## src/rtl/cnt_24.sv

```systemverilog
// cnt_24: modulo-24 hour counter, BCD pair plus binary copy; optional wrap pulse under CNT24_CARRY_OUT_EN
module cnt_24 (
  input  logic       clk,
  input  logic       rst,
  input  logic       cnt_en,
  input  logic       cnt_inc,
  output logic [1:0] cnt_hi,
  output logic [3:0] cnt_lo,
  output logic [4:0] cnt_bin
`ifdef CNT24_CARRY_OUT_EN
  ,
  output logic       cnt_carry
`endif
);
  logic [1:0] r_hi;
  logic [3:0] r_lo;
  logic [4:0] r_bin;
  logic       r_carry;
  logic       w_step;
  logic       w_top;
  logic       w_wrap;
  logic       w_lo_wrap;
  // forced illegal BCD states fold into the hour wrap so the next step lands on 0
  always_comb begin
    w_step    = cnt_en | cnt_inc;
    w_top     = r_hi == 2'd2 && r_lo == 4'd3;
    w_wrap    = (r_hi == 2'd2 && r_lo >= 4'd3) || r_hi == 2'd3 || r_lo > 4'd9;
    w_lo_wrap = r_lo == 4'd9;
  end
  always_ff @(posedge clk) begin
    if (rst) begin
      r_hi    <= '0;
      r_lo    <= '0;
      r_bin   <= '0;
      r_carry <= 1'b0;
    end else begin
      r_carry <= w_step & w_top;
      if (w_step) begin
        r_hi  <= w_wrap ? 2'd0 : w_lo_wrap ? r_hi + 2'd1 : r_hi;
        r_lo  <= w_wrap || w_lo_wrap ? 4'd0 : r_lo + 4'd1;
        r_bin <= w_wrap ? 5'd0 : r_bin + 5'd1;
      end
    end
  end
  assign cnt_hi  = r_hi;
  assign cnt_lo  = r_lo;
  assign cnt_bin = r_bin;
`ifdef CNT24_CARRY_OUT_EN
  assign cnt_carry = r_carry;
`else
  logic w_unused;
  assign w_unused = r_carry;
`endif
endmodule

```

## config.mk

```make
export PLATFORM = sky130hd
export DESIGN_NAME = cnt_24
export DESIGN_NICKNAME = d
export VERILOG_FILES = /design/src/rtl/cnt_24.sv
export SDC_FILE = /design/constraint.sdc
export NUM_CORES = 1
export LEC_CHECK = 0
export CAP_MARGIN = 20
export CORE_MARGIN = 2
export CORE_UTILIZATION = 40
export CTS_BUF_LIST = sky130_fd_sc_hd__clkbuf_16
export CTS_CLUSTER_DIAMETER = 80
export DETAILED_ROUTE_END_ITERATION = 8
export GPL_ROUTABILITY_DRIVEN = 0
export GPL_TIMING_DRIVEN = 0
export PLACE_DENSITY = 0.66
export SYNTH_ARGS = -nofsm -noshare
export SYNTH_HDL_FRONTEND = slang
export SYNTH_SLANG_ARGS = --single-unit
export TNS_END_PERCENT = 30
```

## constraint.sdc

```tcl
create_clock -name clk -period 2.25 [get_ports clk]
set_input_delay 0.5625 -clock clk [delete_from_list [all_inputs] [get_ports clk]]
set_output_delay 0.5625 -clock clk [all_outputs]
set_load 0.05 [all_outputs]
```

* Word level (Yosys, flattened, before mapping) *
Index checks and enable logic that the tools add are counted.

operators by class
  add/subtract/negate cells = 3
  $lt $le $gt $ge = 2
  equality and inequality tests = 3
  mux-type cells = 4
  bitwise gates (word level) = 1
  reductions and logical operators = 6

operators with widths
  cell                                                                                 number
  5-bit by 1-bit adder with 5-bit output, second input constant                        1
  5-bit two-way mux                                                                    1
  4-bit by 1-bit adder with 4-bit output, second input constant                        1
  2-bit equality test, second input constant                                           2
  4-bit equality test, second input constant                                           1
  4-bit by 2-bit greater-or-equal comparator with 1-bit output, second input constant  1
  4-bit > comparator, second input constant                                            1
  2-bit two-way mux                                                                    2
  4-bit two-way mux                                                                    1
  1-bit logical OR                                                                     3
  2-bit by 1-bit adder with 2-bit output, second input constant                        1
  2-bit AND reduction                                                                  1
  2-bit nonzero test                                                                   1
  1-bit logical AND                                                                    1
  1-bit OR                                                                             1

storage, ports and cells
  flip-flop bits (word level) = 11
  input port bits = 4
  output and inout bits = 11

* Depth between registers and ports, before layout *
Gate-level depths: netlist of the first run.

  depth in word-level cells = 6
  mapped depth = 6
  depth with buffers taken out = 6

* Worst setup path after synthesis of the first run *
Ideal clock, no wire load.

  path kind = reg-to-reg
  start point = register r_hi[0], in the netlist cnt_hi[0]
  end point = register r_hi[0], in the netlist cnt_hi[0]
  setup time = 0.068 ns
  arrival = 1.752 ns
  required time = 2.182 ns
  slack = 0.429 ns
  stages on the path, launching flop included = 7
  buffers on the path = 0
  cell sequence = dfxtp_1 -> inv_1 -> ha_1 -> nor2_1 -> o21ai_0 -> a311o_1 -> o2bb2ai_2

between the ends
  word-level cells in the longest chain between the ends = 6

RTL lines
  element                         RTL line  text
  start, declared                 15        logic [1:0] r_hi;
  start signal, assigned          39        r_hi <= w_wrap ? 2'd0 : w_lo_wrap ? r_hi + 2'd1 : r_hi;
  2-bit equality test             27        w_wrap = (r_hi == 2'd2 && r_lo >= 4'd3) || r_hi == 2'd3 || r_lo > 4'd9;
  1-bit logical AND               27
  1-bit logical OR (2 in series)  27
  2-bit nonzero test (no line)    --
  2-bit AND reduction (no line)   --

Parallel ways exist; a longest one is shown, timed or not. The select of a mux whose other input is x is not followed.
A chain may end at the register's enable or synchronous reset.

* Worst setup path in the final report of the first run *
  start point = register r_lo[3], in the netlist cnt_lo[3]
  end point = output cnt_lo[3]

RTL lines
  element                 RTL line  text
  start, declared         16        logic [3:0] r_lo;
  start signal, assigned  40        r_lo <= w_wrap || w_lo_wrap ? 4'd0 : r_lo + 4'd1;
  end, declared           8         output logic [3:0] cnt_lo,

No word-level cell between the ends.

==> impl_metrics.ini, run 1 <==
[outcome]
run_status = finished, final reports clean

[power_and_ir_drop]
fin_total_pwr_mw = 0.672
power.density_nw_per_um2 = 765
leakage_nw = 0.377
vdd_drop_max_mv = 0.461

[critical_path]
crit_fanout = 5
cp_cell_sequence = clkdlybuf4s50_1
cpPeakStageDelay_ns = 0.85
arrival_ns = 1.53
crit_type = flop to output port
r2r_slack_ns = 0.69
worst_setup_path_start_kind = flop
crit_required_ns = 1.69
cp_top_family = buffers and inverters
cp_num_buf_inv = 1
end_kind = output port
worstRegToRegCells = 6
rr_endpoint = cnt_hi[0]
crit_slowest_cell = clkdlybuf4s50_1
r2r-start = cnt_hi[0]

[timing]
tightest_slew_ns = 0.493
setup_viol = 0
final_max_slew_viol_count = 0
rsz0062_at_grt = false
slew_headroom_pct = 67.1
finalCriticalPeriod_ns = 2.10
tns_ns = 0
hold_viol = 0
whs_ns = 0.498
final.setup_skew_ns = 0.000520
worst_slack_ns = 0.153
finalCritPeriodShare_pct = 93.2
fmax_mhz = 477

[floorplanning]
ios = 15
core-area_um2 = 1510
die_area_um2 = 1930
die_h_um = 44.0
row_count = 14
initial_core_util_pct = 42.4
fp.dieW_um = 44.0

[detailed_routing]
drtIter0Drc = 4
drt_wl_total_mm = 1.30
routed_via_density = 5.21
wl_per_cell_um = 12.8
dr.pass1.iters = 2
ant_nets = 0
vias = 531
drc = 0

[synthesis]
synth_seq_cells = 11
synth_most_common_cell = dfxtp_1
synth_nets = 78
synth_top_area_share_pct = 34.4
synthFlopType = dfxtp_1
synth.area.top_cells = dfxtp_1 34%, ha_1 12%, xor2_1 6.8%, nor2_1 5.9%, a21oi_2 5.5%
synth.avg_cell_area_um2 = 9.40
ys_warn_count = 0
async_flop_share_pct = 0
synth_common_cells = 11 x dfxtp_1, 10 x nor2_1, 8 x nand2_1
synth_top_area_cell = dfxtp_1
synth.cell_area_um2 = 639
synth_edf_count = 0
seq_area_frac_synth_pct = 34.4
syn_inst = 68
ys_types = 24

[cts]
insertion_delay_ns = 0.24
clock-sinks = 11
cts_max_level = 1
cts_made_buffers = 3
post_cts_buffers = 0
cts_resized = 0
cts_max_path_buffers = 2
ctsHoldBuffers = 0
clkSlewWorstSetupHoldPaths_ns = 0.04
cts-root-buf = clkbuf_16
cts_tree = built

[cells_and_area]
fill_cells = 138
syn_to_final_growth_pct = 37.4
nets = 97
num_antenna_cells = 0
drive_above_1_share_pct = 16.3
final_util_pct = 58.3

[min_path]
worstHoldStart = cnt_bin[1]
hp-class = flop to flop
min_path_cells = 2
min_to = cnt_bin[1]

[global_routing]
antenna_found_initial = 0
grt_max_degree = 11
first_global_vias = 489
grt_overflow = 0
grtUsageTotal_pct = 16.5
grt_pass1_wl_mm = 2.23

[placement]
pre_cts_ws_ns = 0.238
port_buffers = 14

[job]
cap_violations = 0
state kept, by name, summed over array words and instances (netlist names):
signal,cells
cnt_hi,2
cnt_bin,5
cnt_lo,4
metrics by stage:
stage / cell area, µm² / instances
after floorplan: 639 / 68
after global placement: 800 / 98
after detailed placement: 800 / 98
after CTS: 878 / 102
after global routing: 878 / 102
final: 878 / 102
layout make-up:
class / count / area (µm²) / area share (%)
Multi-Input combinational cell: 52 / 393 / 44.7
Clock buffer: 3 / 75.1 / 8.55
Inverter: 4 / 15.0 / 1.71
Clock inverter: 1 / 3.75 / 0.427
Sequential cell: 11 / 220 / 25.1
Buffer: 1 / 11.3 / 1.28
Tap cell: 16 / 20.0 / 2.28
Timing Repair Buffer: 14 / 140 / 16.0
placed cells by master, fill, tap and decap left out:
cell,instances
nand4_1,3
a21oi_2,4
or3_1,1
clkbuf_16,3
nand2_1,8
nor2_8,1
nor2_1,10
clkdlybuf4s50_1,14
a311o_1,1
inv_1,5
a21bo_2,1
xnor2_1,2
o211ai_1,1
a21o_1,1
nand2b_2,1
nor3_1,1
a31o_2,1
o21ai_0,1
buf_6,1
xor2_1,5
nand3b_4,1
o21ai_1,1
dfxtp_1,11
or2_1,1
ha_1,6
o2bb2ai_2,1
worst max-delay path by stage:
| stage | startpoint | end | slack, ns | cells after the start |
|---|---|---|---|---|
| after detailed placement | cnt_inc | cnt_hi[0] | 0.24 | 4 |
| final | cnt_lo[3] | cnt_lo[3] | 0.15 | 1 |
| after CTS | cnt_lo[3] | cnt_lo[3] | 0.15 | 1 |
| after global routing | cnt_lo[3] | cnt_lo[3] | 0.11 | 1 |
| after global placement | cnt_inc | cnt_hi[0] | 0.25 | 4 |
| after floorplan | cnt_hi[0] | cnt_hi[0] | 0.43 | 6 |
per-layer routing:
metal | track usage [%] | vias to the layer above | part of all wire [%]
met5 | 0 | - | 0
met4 | 10.9 | 0 | 3.2
met3 | 5.00 | 4 | 3.5
met2 | 25.6 | 9 | 47
met1 | 19.5 | 247 | 46
li1 | - | 271 | -
power by group:
part	internal, mW	switching, mW	total (mW)	leakage [nW]
clock network	0.234	0.0904	0.324	0.0423
logic	0.0485	0.0795	0.128	0.245
registers	0.207	0.0135	0.220	0.0897
total	0.489	0.183	0.672	0.377
kinds of logic (layout without fill, tap and decap cells):
| logic type | after synthesis | in the layout | share of synthesized area [%] |
|---|---|---|---|
| compound gates | 12 | 12 | 16.2 |
| buf+inv | 5 | 23 | 4.11 |
| simple gates | 27 | 27 | 23.9 |
| flops | 11 | 11 | 34.4 |
| xor+xnor | 7 | 7 | 9.59 |
| fa+ha+maj | 6 | 6 | 11.7 |
Power figures use the tool's default switching activity.
==> inputs of run 2 (changes only) <==
==> constraint.sdc (replaced) <==
create_clock -name clk -period 1.94 [get_ports clk]
set_input_delay 0.485 -clock clk [delete_from_list [all_inputs] [get_ports clk]]
set_output_delay 0.485 -clock clk [all_outputs]
set_load 0.05 [all_outputs]
==> run 2 against run 1 <==
Worst hold slack got worse by 0.0041 ns; non-clock buffer count did not move; core utilization did not move; routed wire length rose by 1.2%; flip-flop and latch count did not move; combinational power increased by 12%; final area unchanged; global-route usage is the same; clock skew up 0.0012 ns; via count increased by 0.38%; largest power group unchanged.
==> impl_metrics.ini, run 2 (synthesis gave the netlist of run 1 again) <==
[timing]
whs_ns = 0.493
slew_headroom_pct = 66.2
finalCriticalPeriod_ns = 1.89
rsz0062_at_grt = false
setup_viol = 0
finalCritPeriodShare_pct = 97.6
fmax_mhz = 528
final.setup_skew_ns = 0.00173
tightest_slew_ns = 0.507
tns_ns = 0
hold_viol = 0
final_max_slew_viol_count = 0

[detailed_routing]
drc = 0
wl_per_cell_um = 12.9
dr.pass1.iters = 4
vias = 533
drtIter0Drc = 4
drt_wl_total_mm = 1.32
routed_via_density = 5.23
ant_nets = 0

[cells_and_area]
nets = 97
drive_above_1_share_pct = 16.3
final_area_um2 = 878
final_util_pct = 58.3
seqCellArea_um2 = 220
stdcell_count = 102
num_antenna_cells = 0
final_cell_mix = 11 x dfxtp_1, 10 x nor2_1, 8 x nand2_1
fill_cells = 141
multi_input_area_um2 = 393
largest_reg_flops = 5
syn_to_final_growth_pct = 37.4
layout_commonest_cell = dfxtp_1

[power_and_ir_drop]
combPwrFrac_pct = 18.5
clock_power_share_pct = 48.5
leakage_nw = 0.450
power.density_nw_per_um2 = 880
swShare_pct = 27.4
pwr-share-seq_pct = 33.0
p_int_mw = 0.561
vdd_drop_max_mv = 0.536
switching_power_mw = 0.212

[outcome]
run_status = finished, final reports clean

[global_routing]
grtUsageTotal_pct = 16.5
grt_overflow = 0
antenna_found_initial = 0
first_global_vias = 487
grt_pass1_wl_mm = 2.23
grt_max_degree = 11

[cts]
post_cts_buffers = 0
cts_made_buffers = 3
ctsHoldBuffers = 0
insertion_delay_ns = 0.24
clkSlewWorstSetupHoldPaths_ns = 0.04
cts-root-buf = clkbuf_16
cts_max_path_buffers = 2
cts_tree = built
clock-sinks = 11
cts_max_level = 1

[floorplanning]
initial_core_util_pct = 42.4
fp.dieW_um = 44.0
die_area_um2 = 1930
ios = 15
die_h_um = 44.0
core-area_um2 = 1510
row_count = 14

[critical_path]
worstRegToRegCells = 6
r2r-start = cnt_hi[0]
cpPeakStageDelay_ns = 0.81
arrival_ns = 1.41
crit_type = flop to output port
crit_slowest_cell = clkdlybuf4s50_1
critPathCapture = cnt_bin[3]
worstSetupPathDepth = 1
cp_num_buf_inv = 1
r2r_slack_ns = 0.39
cp_cell_sequence = clkdlybuf4s50_1
end_kind = output port
worst_setup_path_start_kind = flop
rr_endpoint = cnt_hi[0]
cp_top_family = buffers and inverters
crit_fanout = 3
worstSetupStartpoint = cnt_bin[3]
crit_required_ns = 1.45

[min_path]
hp-class = flop to flop

[job]
cap_violations = 0

[placement]
placed_area_um2 = 800
place_inst = 98
port_buffers = 14
run 2: cell count changes in the layout (fill, tap and decap cells not counted), sizes merged:
cell / delta
clkdlybuf4s50: -9
dlygate4sd2: +6
dlymetal6s2s: +3
run 2: per-layer routing:
metal / GRT usage [%] / vias to the layer above / wire length (µm)
met2: 25.6 / 9 / 625
li1: - / 269 / -
met3: 5.00 / 4 / 51
met5: 0 / - / 0
met1: 19.5 / 251 / 598
met4: 10.9 / 0 / 42
run 2: area by class of cell:
cell class / instances / share of cell area, %
clock buffers: 3 / 8.55
repair buffers: 14 / 16.0
well taps: 16 / 2.28
multi-input cells: 52 / 44.7
inverters: 4 / 1.71
flip-flops and latches: 11 / 25.1
plain buffers: 1 / 1.28
clock inverters: 1 / 0.427
run 2: how the worst min path moves through the flow:
stage | start | endpoint | slack, ns | depth (start not counted)
after CTS | cnt_bin[1] | cnt_bin[1] | 0.50 | 2
after global placement | cnt_bin[1] | cnt_bin[1] | 0.49 | 2
after detailed placement | cnt_bin[1] | cnt_bin[1] | 0.49 | 2
after global routing | cnt_bin[1] | cnt_bin[1] | 0.52 | 2
final | cnt_bin[1] | cnt_bin[1] | 0.49 | 2
after floorplan | rst | cnt_hi[1] | 0.55 | 1
run 2: per-stage QoR:
step                      worst slack, ns  power [mW]
after floorplan                     0.119       0.361
after global placement             0.0168       0.406
after detailed placement          0.00546       0.409
after CTS                         0.00856       0.780
after global routing              0.00966       0.806
final                              0.0469       0.773
run 2: what timing repair did:
action / in CTS / in global routing
resized for setup: 6 / 3
pin swaps: 0 / 0
endpoints found under the setup margin: 6 / 3
run 2: worst reg2reg max path, stage by stage, from the launching register on:
cell and delay (ns):
dfxtp_1 0.36, inv_1 0.08, ha_1 0.22, nor2_1 0.12, o21ai_0 0.10, a311o_1 0.46, o2bb2ai_2 0.15
run 2: power groups by stage:
stage | Clock, mW | Combinational, mW | Sequential, mW
2_1_floorplan | 0 | 0.0597 | 0.301
3_3_place_gp | 0 | 0.147 | 0.259
3_5_place_dp | 0 | 0.149 | 0.259
4_1_cts | 0.380 | 0.145 | 0.255
5_1_grt | 0.393 | 0.156 | 0.258
6_report | 0.375 | 0.143 | 0.255
==> inputs of run 3 (changes only) <==
--- a/config.mk
+++ b/config.mk
@@ -6,14 +6,15 @@
 export NUM_CORES = 1
 export LEC_CHECK = 0
 export CAP_MARGIN = 20
+export CORE_ASPECT_RATIO = 1.4
 export CORE_MARGIN = 2
-export CORE_UTILIZATION = 40
+export CORE_UTILIZATION = 25
 export CTS_BUF_LIST = sky130_fd_sc_hd__clkbuf_16
 export CTS_CLUSTER_DIAMETER = 80
 export DETAILED_ROUTE_END_ITERATION = 8
 export GPL_ROUTABILITY_DRIVEN = 0
 export GPL_TIMING_DRIVEN = 0
-export PLACE_DENSITY = 0.66
+export MAX_ROUTING_LAYER = met4
 export SYNTH_ARGS = -nofsm -noshare
 export SYNTH_HDL_FRONTEND = slang
 export SYNTH_SLANG_ARGS = --single-unit
==> run 3 against run 2 <==
Final area grew 2.6%; worst hold slack lost 0.0013 ns; final cell count grew 18%; highest routed layer unchanged; core utilization shrank 21 points; largest power group unchanged.
==> impl_metrics.ini, run 3 (synthesis gave the netlist of run 1 again) <==
[power_and_ir_drop]
leakage_nw = 0.453
vdd_drop_max_mv = 0.358
power.density_nw_per_um2 = 861

[critical_path]
cp_cell_sequence = clkdlybuf4s50_1
cpPeakStageDelay_ns = 0.81
cp_top_family = buffers and inverters
crit_type = flop to output port
crit_slowest_cell = clkdlybuf4s50_1
arrival_ns = 1.40
crit_required_ns = 1.45
cp_num_buf_inv = 1
worst_setup_path_start_kind = flop
end_kind = output port
crit_fanout = 3

[cells_and_area]
nets = 97
drive_above_1_share_pct = 16.3
stdcell_count = 120
syn_to_final_growth_pct = 40.9
layout_commonest_cell = dfxtp_1
largest_reg_flops = 5
num_antenna_cells = 0
final_cell_mix = 11 x dfxtp_1, 10 x nor2_1, 8 x nand2_1

[detailed_routing]
dr.pass1.iters = 3
drtIter0Drc = 2
ant_nets = 0
vias = 531
routed_via_density = 4.43
drt_wl_total_mm = 1.31
wl_per_cell_um = 10.9
drc = 0

[cts]
clkSlewWorstSetupHoldPaths_ns = 0.04
cts_max_path_buffers = 2
cts_made_buffers = 3
post_cts_buffers = 0
cts-root-buf = clkbuf_16
clock-sinks = 11
cts_max_level = 1
ctsHoldBuffers = 0
insertion_delay_ns = 0.24
cts_tree = built

[global_routing]
met1_usage_pct = 10.5
grt_pass1_wl_mm = 2.20
grt_max_degree = 11
busiest_layer = met2
grt_overflow = 0
first_global_vias = 517
grtUsageTotal_pct = 10.6
use_met2_pct = 17.2
antenna_found_initial = 0
met3_usage_pct = 2.54

[timing]
finalCriticalPeriod_ns = 1.89
rsz0062_at_grt = false
final_max_slew_viol_count = 0
final.setup_skew_ns = 0.00354
worst_slack_ns = 0.0512
tns_ns = 0
hold_viol = 0
finalCritPeriodShare_pct = 97.4
fmax_mhz = 529
slew_headroom_pct = 66.2
setup_viol = 0
tightest_slew_ns = 0.506
whs_ns = 0.492

[placement]
pre_cts_ws_ns = -0.0112
hpwl_mm = 1.02
place_inst = 116
port_buffers = 14

[min_path]
hp-class = flop to flop

[floorplanning]
initial_core_util_pct = 26.4
row_count = 21
core-area_um2 = 2420
die_area_um2 = 2980
die_h_um = 63.8
fp.dieW_um = 46.7
ios = 15

[outcome]
run_status = finished, final reports clean

[job]
cap_violations = 0
run 3: cell counts in the layout (fill, tap and decap cells not counted):
No cell type changed its count.
run 3: worst paths after layout:
kind / cells past startpoint / slack, ns / end / startpoint
worst max-delay path: 1 / 0.05 / cnt_bin[3] / cnt_bin[3]
worst min register to register: 2 / 0.49 / cnt_bin[1] / cnt_bin[1]
worst min-delay path: 2 / 0.49 / cnt_bin[1] / cnt_bin[1]
worst max register to register: 6 / 0.35 / cnt_hi[0] / cnt_hi[0]
run 3: per-layer routing:
layer,wire length [µm],share of wire (%)
met3,52,4.0
met2,682,52
met4,47,3.6
met5,0,0
met1,530,40
run 3: report_power, final:
group / switching (mW) / total (mW) / internal (mW)
Combinational: 0.0925 / 0.142 / 0.0498
Sequential: 0.0146 / 0.255 / 0.240
Clock: 0.108 / 0.379 / 0.271
run 3: metrics by stage:
step / cell area, µm² / utilization (%) / total power [mW]
finish: 901 / 37.3 / 0.776
global route: 901 / 37.3 / 0.806
global placement: 822 / 34.0 / 0.407
floorplan: 639 / - / 0.361
detailed placement: 822 / 34.0 / 0.410
CTS: 893 / 37.0 / 0.786
run 3: layout make-up:
cell class	count	area, µm²
Inverter	4	15.0
Clock buffer	3	75.1
Buffer	1	11.3
Timing Repair Buffer	14	140
Clock inverter	1	3.75
Fill cell	268	1520
Sequential cell	11	220
Tap cell	34	42.5
Multi-Input combinational cell	52	393
run 3: repair_timing:
| item | 4_1_cts | 5_1_grt |
|---|---|---|
| cloned | 0 | 0 |
| setup endpoints to repair | 6 | 3 |
| gates resized for setup | 6 | 3 |
run 3: tightest hold or removal path, stage by stage, from the launching register on:
cell,delay [ns]
dfxtp_1,0.32
nand2_1,0.08
a21oi_2,0.05
